===== config.mk =====
export PLATFORM = sky130hd
export DESIGN_NAME = usrt_regfile
export DESIGN_NICKNAME = d
export VERILOG_FILES = /design/src/rtl/usrt_pkg.sv /design/src/rtl/usrt_w1c_bit.sv /design/src/rtl/usrt_regfile.sv
export SDC_FILE = /design/constraint.sdc
export NUM_CORES = 1
export LEC_CHECK = 0
export CORE_MARGIN = 8
export CORE_UTILIZATION = 40
export CTS_BUF_LIST = sky130_fd_sc_hd__clkbuf_8
export DETAILED_ROUTE_END_ITERATION = 12
export PLACE_DENSITY = 0.86
export SLEW_MARGIN = 40
export SYNTH_ARGS = -nofsm -noshare
export SYNTH_HDL_FRONTEND = slang
export SYNTH_HIERARCHICAL = 1
export SYNTH_SLANG_ARGS = --single-unit

===== constraint.sdc =====
create_clock -name i_Pclk -period 1.65 [get_ports i_Pclk]
set_input_delay 0.165 -clock i_Pclk [delete_from_list [all_inputs] [get_ports i_Pclk]]
set_output_delay 0.165 -clock i_Pclk [all_outputs]
set_load 0.1 [all_outputs]

===== src/rtl/usrt_pkg.sv =====
// Shared definitions for the USRT register file: register offsets, STATUS
// bit positions, sticky-bit layout and access FSM state encoding.
// Optional feature macro: USRT_REGFILE_IRQ_EN (adds the IRQ_EN register).
package usrt_pkg;

    // Register offsets on the 3-bit address bus
    localparam logic [2:0] ADDR_CTRL   = 3'd0;
    localparam logic [2:0] ADDR_STATUS = 3'd1;
    localparam logic [2:0] ADDR_TXDATA = 3'd2;
    localparam logic [2:0] ADDR_RXDATA = 3'd3;
    localparam logic [2:0] ADDR_IRQ_EN = 3'd4;

    // STATUS bit positions
    localparam int ST_TX_BUSY    = 0;
    localparam int ST_RX_VALID   = 1;
    localparam int ST_PARITY_ERR = 2;
    localparam int ST_OVERRUN    = 3;
    localparam int ST_TX_OVF     = 4;

    // Sticky bits occupy a contiguous run of STATUS starting at STICKY_LSB
    localparam int STICKY_N   = 3;
    localparam int STICKY_LSB = ST_PARITY_ERR;

    // Bus access handshake FSM
    typedef enum logic [1:0] {
        FSM_IDLE = 2'd0,
        FSM_ACK  = 2'd1,
        FSM_HOLD = 2'd2
    } fsm_e;

    // True when the offset decodes to an implemented register
    function automatic logic addr_mapped(input logic [2:0] addr);
        logic hit;
        hit = (addr == ADDR_CTRL)   || (addr == ADDR_STATUS) ||
              (addr == ADDR_TXDATA) || (addr == ADDR_RXDATA);
`ifdef USRT_REGFILE_IRQ_EN
        hit = hit || (addr == ADDR_IRQ_EN);
`endif
        return hit;
    endfunction

endpackage


===== src/rtl/usrt_w1c_bit.sv =====
// One sticky status cell: set by hardware, cleared by a write-one-to-clear
// strobe. A set in the same cycle as a clear wins so no event is lost.
module usrt_w1c_bit (
    input  logic clk_i,
    input  logic rst_ni,
    input  logic set_i,
    input  logic clr_i,
    output logic q_o
);

    logic q_d;
    logic q_q;

    // Next state: set has priority over clear
    always_comb begin
        q_d = q_q;
        if (set_i) begin
            q_d = 1'b1;
        end else if (clr_i) begin
            q_d = 1'b0;
        end
    end

    // Sticky state register
    always_ff @(posedge clk_i or negedge rst_ni) begin
        if (!rst_ni) begin
            q_q <= 1'b0;
        end else begin
            q_q <= q_d;
        end
    end

    assign q_o = q_q;

endmodule


===== src/rtl/usrt_regfile.sv =====
// USRT register file: CTRL / STATUS / TXDATA / RXDATA behind a simple
// select/enable bus with a one-cycle ready pulse per access.
// Optional feature macro: USRT_REGFILE_IRQ_EN adds the IRQ_EN register at
// offset 4 and the o_Irq output; without it offset 4 is unmapped.
module usrt_regfile
    import usrt_pkg::*;
#(
    parameter int                DATA_W   = 8,
    parameter int                BAUD_W   = 3,
    parameter logic [DATA_W-1:0] CTRL_RST = '0
) (
    input  logic              i_Pclk,
    input  logic              i_Reset_n,
    // Bus side
    input  logic              i_Sel,
    input  logic              i_Enable,
    input  logic              i_Pwrite,
    input  logic [2:0]        i_Addr,
    input  logic [DATA_W-1:0] i_Data,
    output logic [DATA_W-1:0] o_Rdata,
    output logic              o_Ready,
    output logic              o_Slverr,
    // Core side
    output logic [BAUD_W-1:0] o_Baud_sel,
    output logic              o_Parity_en,
    output logic              o_Parity_odd,
    output logic              o_Tx_en,
    output logic              o_Rx_en,
    output logic [DATA_W-1:0] o_Tx_data,
    output logic              o_Tx_wr,
    output logic              o_Rx_pop,
    input  logic [DATA_W-1:0] i_Rx_data,
    input  logic              i_Tx_busy,
    input  logic              i_Rx_valid,
    input  logic              i_Parity_err,
`ifdef USRT_REGFILE_IRQ_EN
    input  logic              i_Overrun,
    output logic              o_Irq
`else
    input  logic              i_Overrun
`endif
);

    localparam int CTRL_W = BAUD_W + 4;

    // ------------------------------------------------------------------
    // Access FSM
    // ------------------------------------------------------------------
    fsm_e state_q;
    fsm_e state_d;

    // A new access is only accepted from IDLE, so a held enable in HOLD
    // cannot start a second transfer.
    logic access_fire;
    logic wr_fire;
    logic rd_fire;

    assign access_fire = (state_q == FSM_IDLE) && i_Sel && i_Enable;
    assign wr_fire     = access_fire && i_Pwrite;
    assign rd_fire     = access_fire && !i_Pwrite;

    // FSM state register
    always_ff @(posedge i_Pclk or negedge i_Reset_n) begin
        if (!i_Reset_n) begin
            state_q <= FSM_IDLE;
        end else begin
            state_q <= state_d;
        end
    end

    // FSM next-state logic
    always_comb begin
        state_d = state_q;
        case (state_q)
            FSM_IDLE: if (i_Sel && i_Enable) state_d = FSM_ACK;
            FSM_ACK:  state_d = FSM_HOLD;
            FSM_HOLD: if (!i_Enable || !i_Sel) state_d = FSM_IDLE;
            default:  state_d = FSM_IDLE;
        endcase
    end

    // ------------------------------------------------------------------
    // Registers
    // ------------------------------------------------------------------
    logic [CTRL_W-1:0] ctrl_q,    ctrl_d;
    logic [DATA_W-1:0] tx_data_q, tx_data_d;
    logic [DATA_W-1:0] rdata_q,   rdata_d;
    logic              slverr_q,  slverr_d;
    logic              tx_wr_q,   tx_wr_d;
    logic              rx_pop_q,  rx_pop_d;

    logic sel_ctrl;
    logic sel_status;
    logic sel_txdata;
    logic sel_rxdata;

    assign sel_ctrl   = (i_Addr == ADDR_CTRL);
    assign sel_status = (i_Addr == ADDR_STATUS);
    assign sel_txdata = (i_Addr == ADDR_TXDATA);
    assign sel_rxdata = (i_Addr == ADDR_RXDATA);

    // Sticky STATUS bits: parity_err, overrun, tx_ovf
    logic [STICKY_N-1:0] sticky_set;
    logic [STICKY_N-1:0] sticky_clr;
    logic [STICKY_N-1:0] sticky_q;
    logic                tx_ovf_set;

    // A TX write while the transmitter is busy is dropped and flagged
    assign tx_ovf_set = wr_fire && sel_txdata && i_Tx_busy;
    assign sticky_set = {tx_ovf_set, i_Overrun, i_Parity_err};

    generate
        for (genvar gi = 0; gi < STICKY_N; gi++) begin : g_sticky
            assign sticky_clr[gi] = wr_fire && sel_status && i_Data[STICKY_LSB + gi];

            usrt_w1c_bit u_w1c (
                .clk_i  (i_Pclk),
                .rst_ni (i_Reset_n),
                .set_i  (sticky_set[gi]),
                .clr_i  (sticky_clr[gi]),
                .q_o    (sticky_q[gi])
            );
        end
    endgenerate

    // Assemble the visible STATUS word: live bits plus sticky bits
    logic [DATA_W-1:0] status_word;
    always_comb begin
        status_word              = '0;
        status_word[ST_TX_BUSY]  = i_Tx_busy;
        status_word[ST_RX_VALID] = i_Rx_valid;
        status_word[STICKY_LSB +: STICKY_N] = sticky_q;
    end

`ifdef USRT_REGFILE_IRQ_EN
    logic [4:1] irq_en_q, irq_en_d;
    logic       irq_q,    irq_d;

    // IRQ enable next state and registered interrupt combine
    always_comb begin
        irq_en_d = irq_en_q;
        if (wr_fire && (i_Addr == ADDR_IRQ_EN)) begin
            irq_en_d = i_Data[4:1];
        end
        irq_d = |(status_word[4:1] & irq_en_q);
    end

    // IRQ enable and interrupt output registers
    always_ff @(posedge i_Pclk or negedge i_Reset_n) begin
        if (!i_Reset_n) begin
            irq_en_q <= '0;
            irq_q    <= 1'b0;
        end else begin
            irq_en_q <= irq_en_d;
            irq_q    <= irq_d;
        end
    end

    assign o_Irq = irq_q;
`endif

    // Read data mux; unmapped and write-only offsets read as zero
    logic [DATA_W-1:0] rd_word;
    always_comb begin
        rd_word = '0;
        case (i_Addr)
            ADDR_CTRL:   rd_word[CTRL_W-1:0] = ctrl_q;
            ADDR_STATUS: rd_word = status_word;
            ADDR_RXDATA: rd_word = i_Rx_data;
`ifdef USRT_REGFILE_IRQ_EN
            ADDR_IRQ_EN: rd_word[4:1] = irq_en_q;
`endif
            default:     rd_word = '0;
        endcase
    end

    // Next-state for all access-driven registers; everything commits on
    // the edge that enters ACK
    always_comb begin
        ctrl_d    = ctrl_q;
        tx_data_d = tx_data_q;
        rdata_d   = rdata_q;
        slverr_d  = slverr_q;
        tx_wr_d   = 1'b0;
        rx_pop_d  = 1'b0;
        if (access_fire) begin
            slverr_d = !addr_mapped(i_Addr);
            rdata_d  = rd_fire ? rd_word : '0;
        end
        if (wr_fire && sel_ctrl) begin
            ctrl_d = i_Data[CTRL_W-1:0];
        end
        if (wr_fire && sel_txdata && !i_Tx_busy) begin
            tx_data_d = i_Data;
            tx_wr_d   = 1'b1;
        end
        if (rd_fire && sel_rxdata && i_Rx_valid) begin
            rx_pop_d = 1'b1;
        end
    end

    // Register bank
    always_ff @(posedge i_Pclk or negedge i_Reset_n) begin
        if (!i_Reset_n) begin
            ctrl_q    <= CTRL_RST[CTRL_W-1:0];
            tx_data_q <= '0;
            rdata_q   <= '0;
            slverr_q  <= 1'b0;
            tx_wr_q   <= 1'b0;
            rx_pop_q  <= 1'b0;
        end else begin
            ctrl_q    <= ctrl_d;
            tx_data_q <= tx_data_d;
            rdata_q   <= rdata_d;
            slverr_q  <= slverr_d;
            tx_wr_q   <= tx_wr_d;
            rx_pop_q  <= rx_pop_d;
        end
    end

    // FSM outputs: handshake and pulses only exist while in ACK
    always_comb begin
        o_Ready  = (state_q == FSM_ACK);
        o_Slverr = (state_q == FSM_ACK) && slverr_q;
        o_Tx_wr  = (state_q == FSM_ACK) && tx_wr_q;
        o_Rx_pop = (state_q == FSM_ACK) && rx_pop_q;
    end

    // Core-facing fields come straight from register bits
    assign o_Rdata      = rdata_q;
    assign o_Tx_data    = tx_data_q;
    assign o_Baud_sel   = ctrl_q[BAUD_W-1:0];
    assign o_Parity_en  = ctrl_q[BAUD_W];
    assign o_Parity_odd = ctrl_q[BAUD_W+1];
    assign o_Tx_en      = ctrl_q[BAUD_W+2];
    assign o_Rx_en      = ctrl_q[BAUD_W+3];

endmodule


# After elaboration in Yosys (flattened, before gate mapping)
# Index checks and enable logic that the tools add are counted.
# Widths: inputs -> output; s select.
# totals
latch_bits,0
ram_bits,0
reg_bits,31
inputBits,28
mem_count,0
out_inout_bits,27
mem_bits_ro,0
# op_classes
eq_ne,7
shift,0
muxes,14
n_div,0
bitwise,0
order_cmp,0
reduce_logical,33
n_mul,0
add_sub_neg,0
# ops
op,count
$pmux 7 s3,1
$logic_and 1x1->1,18
$mux 1,9
$mux 8,1
$eq 3x2->1 const B,2
$pmux 2 s3,1
$reduce_bool 2->1,3
$logic_not 1->1,5
$logic_or 1x1->1,4
$mux 2,2
$eq 3x1->1 const B,1
$logic_not 3->1,1
$eq 2x1->1 const B,1
$eq 2x2->1 const B,1
$logic_not 2->1,1
$ne 2x1->1 const B,1
$ne 2x2->1 const B,1
$reduce_and 2->1,1

# Longest topological paths before layout
# Gate-level depths: netlist (run 1).
# depth
word_depth,8
mapped_depth,6
mapped_depth_nobuf,5

# Modules after synthesis
# The synthesis (run 1) kept the hierarchy.
# by_module_without_submodules
module,n_inst,cells_per_inst,area_per_inst_um2
usrt_regfile,1,101,1261.2
usrt_w1c_bit,3,3,36.3

# Least setup slack after synthesis (run 1)
# No wires, ideal clock.
# synth_timing
path_kind,register to output
from,register state_q[1]
to,output o_Rx_pop
slack_ns,-1.245
required_ns,1.485
n_path_buf,0
path_stages_with_launch,3
t_arrival_ns,2.730
cell_sequence,dfrtp_1 -> nor2b_1 -> and2_1
# synth_via
elab_chain_cells,2
# synth_rtl
element,line_no,rtl
"start, declared",usrt_regfile.sv:49,fsm_e state_q;
"start signal, assigned",usrt_regfile.sv:67,state_q <= state_d;
$eq 2x1->1,n/a,
net o_Ready,usrt_regfile.sv:21,"output logic o_Ready,"
$logic_and 1x1->1,usrt_regfile.sv:226,o_Rx_pop = (state_q == FSM_ACK) && rx_pop_q;
"end, declared",usrt_regfile.sv:31,"output logic o_Rx_pop,"
# The timed path passes the listed nets, and every way through them passes these cells.

# Worst setup path in the final report (run 1)
# layout_timing
from,register state_q[1]
to,"register rdata_q[2], in the netlist o_Rdata[2]"
# layout_via
elab_chain_cells,5
# layout_rtl
element,line_no,rtl
$logic_not 2->1 *,usrt_regfile.sv:58,assign access_fire = (state_q == FSM_IDLE) && i_Sel && i_Enable;
$logic_and 1x1->1 * (2 in series),usrt_regfile.sv:58,
$logic_and 1x1->1,usrt_regfile.sv:60,assign rd_fire = access_fire && !i_Pwrite;
$mux 8,usrt_regfile.sv:188,rdata_d = rd_fire ? rd_word : '0;
"end signal, assigned",usrt_regfile.sv:214,rdata_q <= rdata_d;
"end, declared",usrt_regfile.sv:87,"logic [DATA_W-1:0] rdata_q, rdata_d;"
# Mark *: on every way between the ends. The rest lies on a longest branch, timed or not.
# A chain may end at the register's enable or synchronous reset.

==> impl_metrics.json, run 1 <==
{
  "cts.reportedPaths.clkPinSlew_ns": 0.07,
  "fin_crit_sh": 1.04,
  "pwr-share-comb": 0.431,
  "synth_cell_types": 21,
  "grt_first_pass_wirelength_um": 6860,
  "dp_hpwl_um": 3420,
  "die_y_um": 74.5,
  "fin_nets": 207,
  "num_vias": 1194,
  "initial_core_util": 0.414,
  "relSlewSlack": 0.606,
  "power_leakage_nw": 1.08,
  "p_sw_frac": 0.408,
  "ys_ff_latch": 31,
  "syn-cell-area_um2": 1370,
  "io_buffers": 54,
  "die_width_um": 74.5,
  "antenna_found_initial": 0,
  "powerDensity_nw_per_um2": 1070,
  "io_pins": 55,
  "path_max_fanout": 10,
  "drt-initial-drc-count": 81,
  "clkPwrFrac": 0.208,
  "avgRoutedWirePerCell_um": 21.4,
  "setup_viol_count_final": 2,
  "htreeDepth": 2,
  "switching_power_mw": 1.07,
  "clock-sinks": 31,
  "crit_arrival_ns": 1.89,
  "first_pass_iters": 4,
  "rows": 21,
  "ant_nets": 0,
  "grt-ovfl-total": 0,
  "hold_viol": 0,
  "worst_slack_ns": -0.0739,
  "yosys-top-cells-area": "dfrtp_1 57%, mux2_2 17%, a22oi_1 3.8%, and2_1 3.2%, o21ai_0 2.9%",
  "hold_class": "in -> async",
  "cts_tree": "done",
  "area_growth_syn_to_layout_pct": 78.3,
  "tns_ns": -0.0741,
  "fin_crit_ns": 1.72,
  "clock_path_buffers": 2,
  "ff2ff_path_depth": 5,
  "viasPerCell": 5.33,
  "drv_slew": 0,
  "start_kind": "flop",
  "core_um2": 3310,
  "cts_buffers": 5,
  "routabilityCongestion": 0.848,
  "avgSynthCellArea_um2": 12.5,
  "p_seq_frac": 0.361,
  "crit_required_ns": 1.82,
  "synthCells": 110,
  "cap_viol_max_count": 0,
  "dieArea_um2": 5550,
  "yosysWarningCount": 6,
  "grt_max_degree": 32,
  "dp_slack_ns": -0.286,
  "clock_skew_ns": 0.0173,
  "cts-root-buf": "clkbuf_8",
  "drt_wl_total_um": 4800,
  "placed_area_um2": 2320,
  "rsz0062_at_grt": "yes",
  "worstSetupPathType": "reg -> reg",
  "tightest_slew_ns": 0.588,
  "yosysTopAreaCell": "dfrtp_1",
  "max_freq_mhz": 580,
  "violations": "setup timing",
  "ys_seq_area_frac": 0.566,
  "n_antenna_cell": 0,
  "drc": 0,
  "peakVddDrop_mv": 0.753,
  "final_layout_size_suffix_gt1_frac": 0.410,
  "end_kind": "flop",
  "cellInternalPower_mw": 1.55,
  "grt_pass1_vias": 1312,
  "grtUsageTotal": 0.164,
  "clock_latency_ns": 0.28,
  "hold_ws_ns": 0.286,
  "synth_nets": 138,
  "status": "finished, violations left",
  "synth_top_area_share": 0.566,
  "fin_area_um2": 2440
}
-- power groups by stage --
stage	clock [mW]	combinational, mW	sequential [mW]
floorplan	0	0.157	1.41
global placement	0	1.09	0.946
detailed placement	0	1.11	0.954
CTS	0.528	1.12	0.942
global route	0.588	1.16	0.955
finish	0.545	1.13	0.947
-- logic make-up (layout without fill, tap and decap cells) --
kind of cell           Yosys count  count (layout)  synth area share
muxes                           21              21             0.173
buffers and inverters            9              77            0.0292
AOI/OAI and AO/OA               19              19            0.0895
and+or+nand+nor                 30              30             0.142
DFF                             31              31             0.566
-- synthesized netlist by cell type --
cell type	instances
buf_4	1
nand2b_1	2
a22oi_1	7
nor3_1	1
nand2_1	9
inv_1	5
mux2_2	21
buf_2	2
dfrtp_1	31
nand4bb_1	2
nor2_1	3
nor3_4	1
nand3_1	1
o21ai_0	8
clkbuf_1	1
nor2b_1	1
nor4b_1	1
a21o_1	4
and2_1	7
nor4_4	1
and4_1	1
-- metrics by stage --
| step | power, mW | util | instances |
|---|---|---|---|
| final | 2.62 | 0.738 | 224 |
| after detailed placement | 2.07 | 0.700 | 216 |
| after global routing | 2.70 | 0.738 | 224 |
| after CTS | 2.59 | 0.730 | 224 |
| after floorplan | 1.56 | - | 110 |
| after global placement | 2.04 | 0.700 | 216 |
-- worst paths after layout --
check                                                   from                                end  slack, ns
max                                   state_q[1]$_DFFE_PN0P_             o_Rdata[2]$_DFFE_PN0N_      -0.07
min                                                i_Reset_n             o_Rdata[6]$_DFFE_PN0N_       0.29
max reg2reg                           state_q[1]$_DFFE_PN0P_             o_Rdata[2]$_DFFE_PN0N_      -0.07
min reg2reg                g_sticky[2].u_w1c/q_o$_DFFE_PN0P_  g_sticky[2].u_w1c/q_o$_DFFE_PN0P_       0.49
max in group asynchronous                          i_Reset_n           o_Tx_data[6]$_DFFE_PN0P_       1.06
min in group i_Pclk                             i_Parity_err  g_sticky[0].u_w1c/q_o$_DFFE_PN0P_       0.49
-- cells in the final DEF (no fill, tap or decap) --
cell type and count:
mux2_2 21, clkdlybuf4s50_1 27, buf_12 28, nand2_1 9, nand2b_1 2, o21ai_0 8
inv_1 6, and4_1 1, clkbuf_8 5, nor4b_4 1, dfrtp_1 31, and2_1 4
nand4bb_4 1, a21o_1 4, nor4_4 1, nand3_1 1, nand4bb_1 1, a22oi_1 7
nor3_4 1, and2_2 3, nor2_1 3, nor2b_4 1, nor3_1 1, buf_6 2
buf_4 9
-- state kept, by name, indices dropped and copies added (netlist names) --
| name | cells |
|---|---|
| o_Rdata | 8 |
| o_Tx_data | 8 |
| ctrl_q | 7 |
| g_sticky.u_w1c/q_o | 3 |
| state_q | 2 |
| rx_pop_q | 1 |
| slverr_q | 1 |
| tx_wr_q | 1 |
-- what timing repair did --
item,CTS,global route
hold buffers,0,0
setup endpoints to repair,16,22
gates resized for setup,3,2
setup buffers,2,0
pin swaps,2,1
-- cell type report --
class	instances	area, µm²
Clock buffer	5	68.8
Clock inverter	1	3.75
Fill cell	203	868
Inverter	5	18.8
Multi-Input combinational cell	70	597
Sequential cell	31	776
Tap cell	46	57.6
Timing Repair Buffer	66	921
-- critical path: stages, from the launching register on --
cell	delay (ns)
dfrtp_1	0.41
nand4bb_4	0.24
buf_6	0.16
buf_4	0.17
nand2b_1	0.28
o21ai_0	0.34
-- per-layer routing --
layer | GRT usage | up-vias | routed length, µm
met5 | 0 | - | 0
met4 | 0.0435 | 0 | 136
met3 | 0.0539 | 17 | 415
met2 | 0.315 | 58 | 2490
met1 | 0.163 | 601 | 1760
li1 | - | 518 | -
Power figures use the tool's default switching activity.
==> run 2: changes to the inputs <==
--- a/config.mk
+++ b/config.mk
@@ -5,9 +5,11 @@
 export SDC_FILE = /design/constraint.sdc
 export NUM_CORES = 1
 export LEC_CHECK = 0
+export CORE_ASPECT_RATIO = 1.2
 export CORE_MARGIN = 8
 export CORE_UTILIZATION = 40
 export CTS_BUF_LIST = sky130_fd_sc_hd__clkbuf_8
+export CTS_CLUSTER_SIZE = 12
 export DETAILED_ROUTE_END_ITERATION = 12
 export PLACE_DENSITY = 0.86
 export SLEW_MARGIN = 40
==> run 2 against run 1 <==
Compared with the run above:
- the run now ends clean
- fmax rose by 5.6%
- utilization up 0.67 points
- first-iteration DRC count down 19%
==> impl_metrics.json, run 2 (synthesis results as in run 1) <==
{
  "ff2ff_path_depth": 5,
  "regToRegSetupSlack_ns": 0.02,
  "drv_slew": 0,
  "grt_max_degree": 32,
  "final_cell_mix": "31 x dfrtp_1, 28 x buf_12, 27 x clkdlybuf4s50_1",
  "die_width_um": 69.4,
  "ctsHoldBuffers": 0,
  "num_vias": 1186,
  "rsz0062_at_grt": "yes",
  "io_pins": 55,
  "routabilityCongestion": 0.803,
  "hold_class": "in -> async",
  "fin_nets": 209,
  "grtUsageTotal": 0.158,
  "dp_hpwl_um": 3330,
  "layout_commonest_cell": "dfrtp_1",
  "grt_pass1_vias": 1318,
  "grt_first_pass_wirelength_um": 6970,
  "final_util": 0.744,
  "power_leakage_nw": 1.10,
  "path_max_fanout": 7,
  "crit_buf_inv": 2,
  "crit_top_cell": "buf_6",
  "cts_buffers": 5,
  "core_um2": 3310,
  "crit_required_ns": 1.81,
  "critical_path.cell_chain": "nand4bb_1 > buf_6 > nor4_4 > buf_6 > mux2_4",
  "clock_latency_ns": 0.28,
  "start_kind": "flop",
  "stdcell_count": 219,
  "cts.reportedPaths.clkPinSlew_ns": 0.06,
  "drc": 0,
  "cp.depth": 5,
  "clock_path_buffers": 2,
  "peakVddDrop_mv": 0.801,
  "fin_area_um2": 2460,
  "fin_crit_sh": 0.990,
  "setup_viol_count_final": 0,
  "endpoint": "ctrl_q[5]$_DFFE_PN0P_",
  "powerDensity_nw_per_um2": 1060,
  "antenna_found_initial": 0,
  "relSlewSlack": 0.738,
  "clock_skew_ns": 0.00298,
  "worstSetupPathType": "reg -> reg",
  "io_buffers": 54,
  "drt-initial-drc-count": 66,
  "viasPerCell": 5.42,
  "drt_wl_total_um": 4380,
  "first_pass_iters": 5,
  "cts_tree": "done",
  "final_layout_size_suffix_gt1_frac": 0.423,
  "slowest_stage": "dfrtp_1",
  "ant_nets": 0,
  "area_growth_syn_to_layout_pct": 79.8,
  "n_fill_cell": 185,
  "fin_crit_ns": 1.63,
  "placedCellCount": 210,
  "cap_viol_max_count": 0,
  "cts-root-buf": "clkbuf_8",
  "seqCellArea_um2": 776,
  "worst_slack_ns": 0.0168,
  "multi_input_area_um2": 606,
  "htreeDepth": 2,
  "reg2reg_from": "state_q[1]$_DFFE_PN0P_",
  "crit_arrival_ns": 1.79,
  "clock-sinks": 31,
  "slowest_delay_ns": 0.38,
  "critical_path.startpoint": "state_q[1]$_DFFE_PN0P_",
  "max_freq_mhz": 612,
  "placed_area_um2": 2330,
  "dp_slack_ns": -0.243,
  "die_y_um": 80.1,
  "status": "finished, final reports clean",
  "crit_family": "simple AND/OR/NAND/NOR gates",
  "avgRoutedWirePerCell_um": 20.0,
  "rows": 23,
  "n_antenna_cell": 0,
  "end_kind": "flop",
  "reg2reg_to": "ctrl_q[5]$_DFFE_PN0P_",
  "grt-ovfl-total": 0,
  "initial_core_util": 0.414,
  "dieArea_um2": 5560,
  "tightest_slew_ns": 0.393,
  "hold_viol": 0
}
-- run 2: final cells by class --
class,instances,area share
Multi-Input combinational cell,70,0.246
Sequential cell,31,0.315
Tap cell,37,0.0188
Clock inverter,3,0.00508
Timing Repair Buffer,68,0.380
Clock buffer,5,0.0279
Inverter,5,0.00762
-- run 2: what timing repair did --
action | CTS | global route
buffers inserted | 1 | 0
resized for setup | 3 | 10
pin swaps | 1 | 1
setup endpoints to repair | 10 | 16
-- run 2: worst min-delay path by stage --
stage / startpoint / end / cells after the start
after floorplan: i_Reset_n / ctrl_q[0]$_DFFE_PN0P_ / 0
after CTS: i_Reset_n / state_q[1]$_DFFE_PN0P_ / 2
final: i_Reset_n / state_q[1]$_DFFE_PN0P_ / 2
after global placement: g_sticky[0].u_w1c/q_o$_DFFE_PN0P_ / g_sticky[0].u_w1c/q_o$_DFFE_PN0P_ / 1
after detailed placement: g_sticky[1].u_w1c/q_o$_DFFE_PN0P_ / g_sticky[1].u_w1c/q_o$_DFFE_PN0P_ / 1
after global routing: i_Reset_n / state_q[1]$_DFFE_PN0P_ / 2
-- run 2: metrics by stage --
stage | hold slack [ns] | power, mW | setup TNS (ns)
4_1_cts | 0.292 | 2.61 | 0
6_report | 0.288 | 2.62 | 0
5_1_grt | 0.311 | 2.71 | -0.125
3_5_place_dp | 0.481 | 2.07 | -3.77
3_3_place_gp | 0.459 | 2.05 | -1.93
2_1_floorplan | -0.131 | 1.56 | -0.105
-- run 2: metal layers --
layer	global-route usage	share of wire	wire [µm]	vias to the layer above
li1	-	-	-	530
met1	0.155	0.36	1590	589
met2	0.284	0.55	2400	54
met3	0.0517	0.060	265	13
met4	0.0986	0.029	129	0
met5	0	0	0	-
-- run 2: report_power, final --
part	internal, mW	switching, mW	total (mW)
registers	0.844	0.0991	0.943
clock network	0.282	0.254	0.537
logic	0.452	0.691	1.14
total	1.58	1.04	2.62
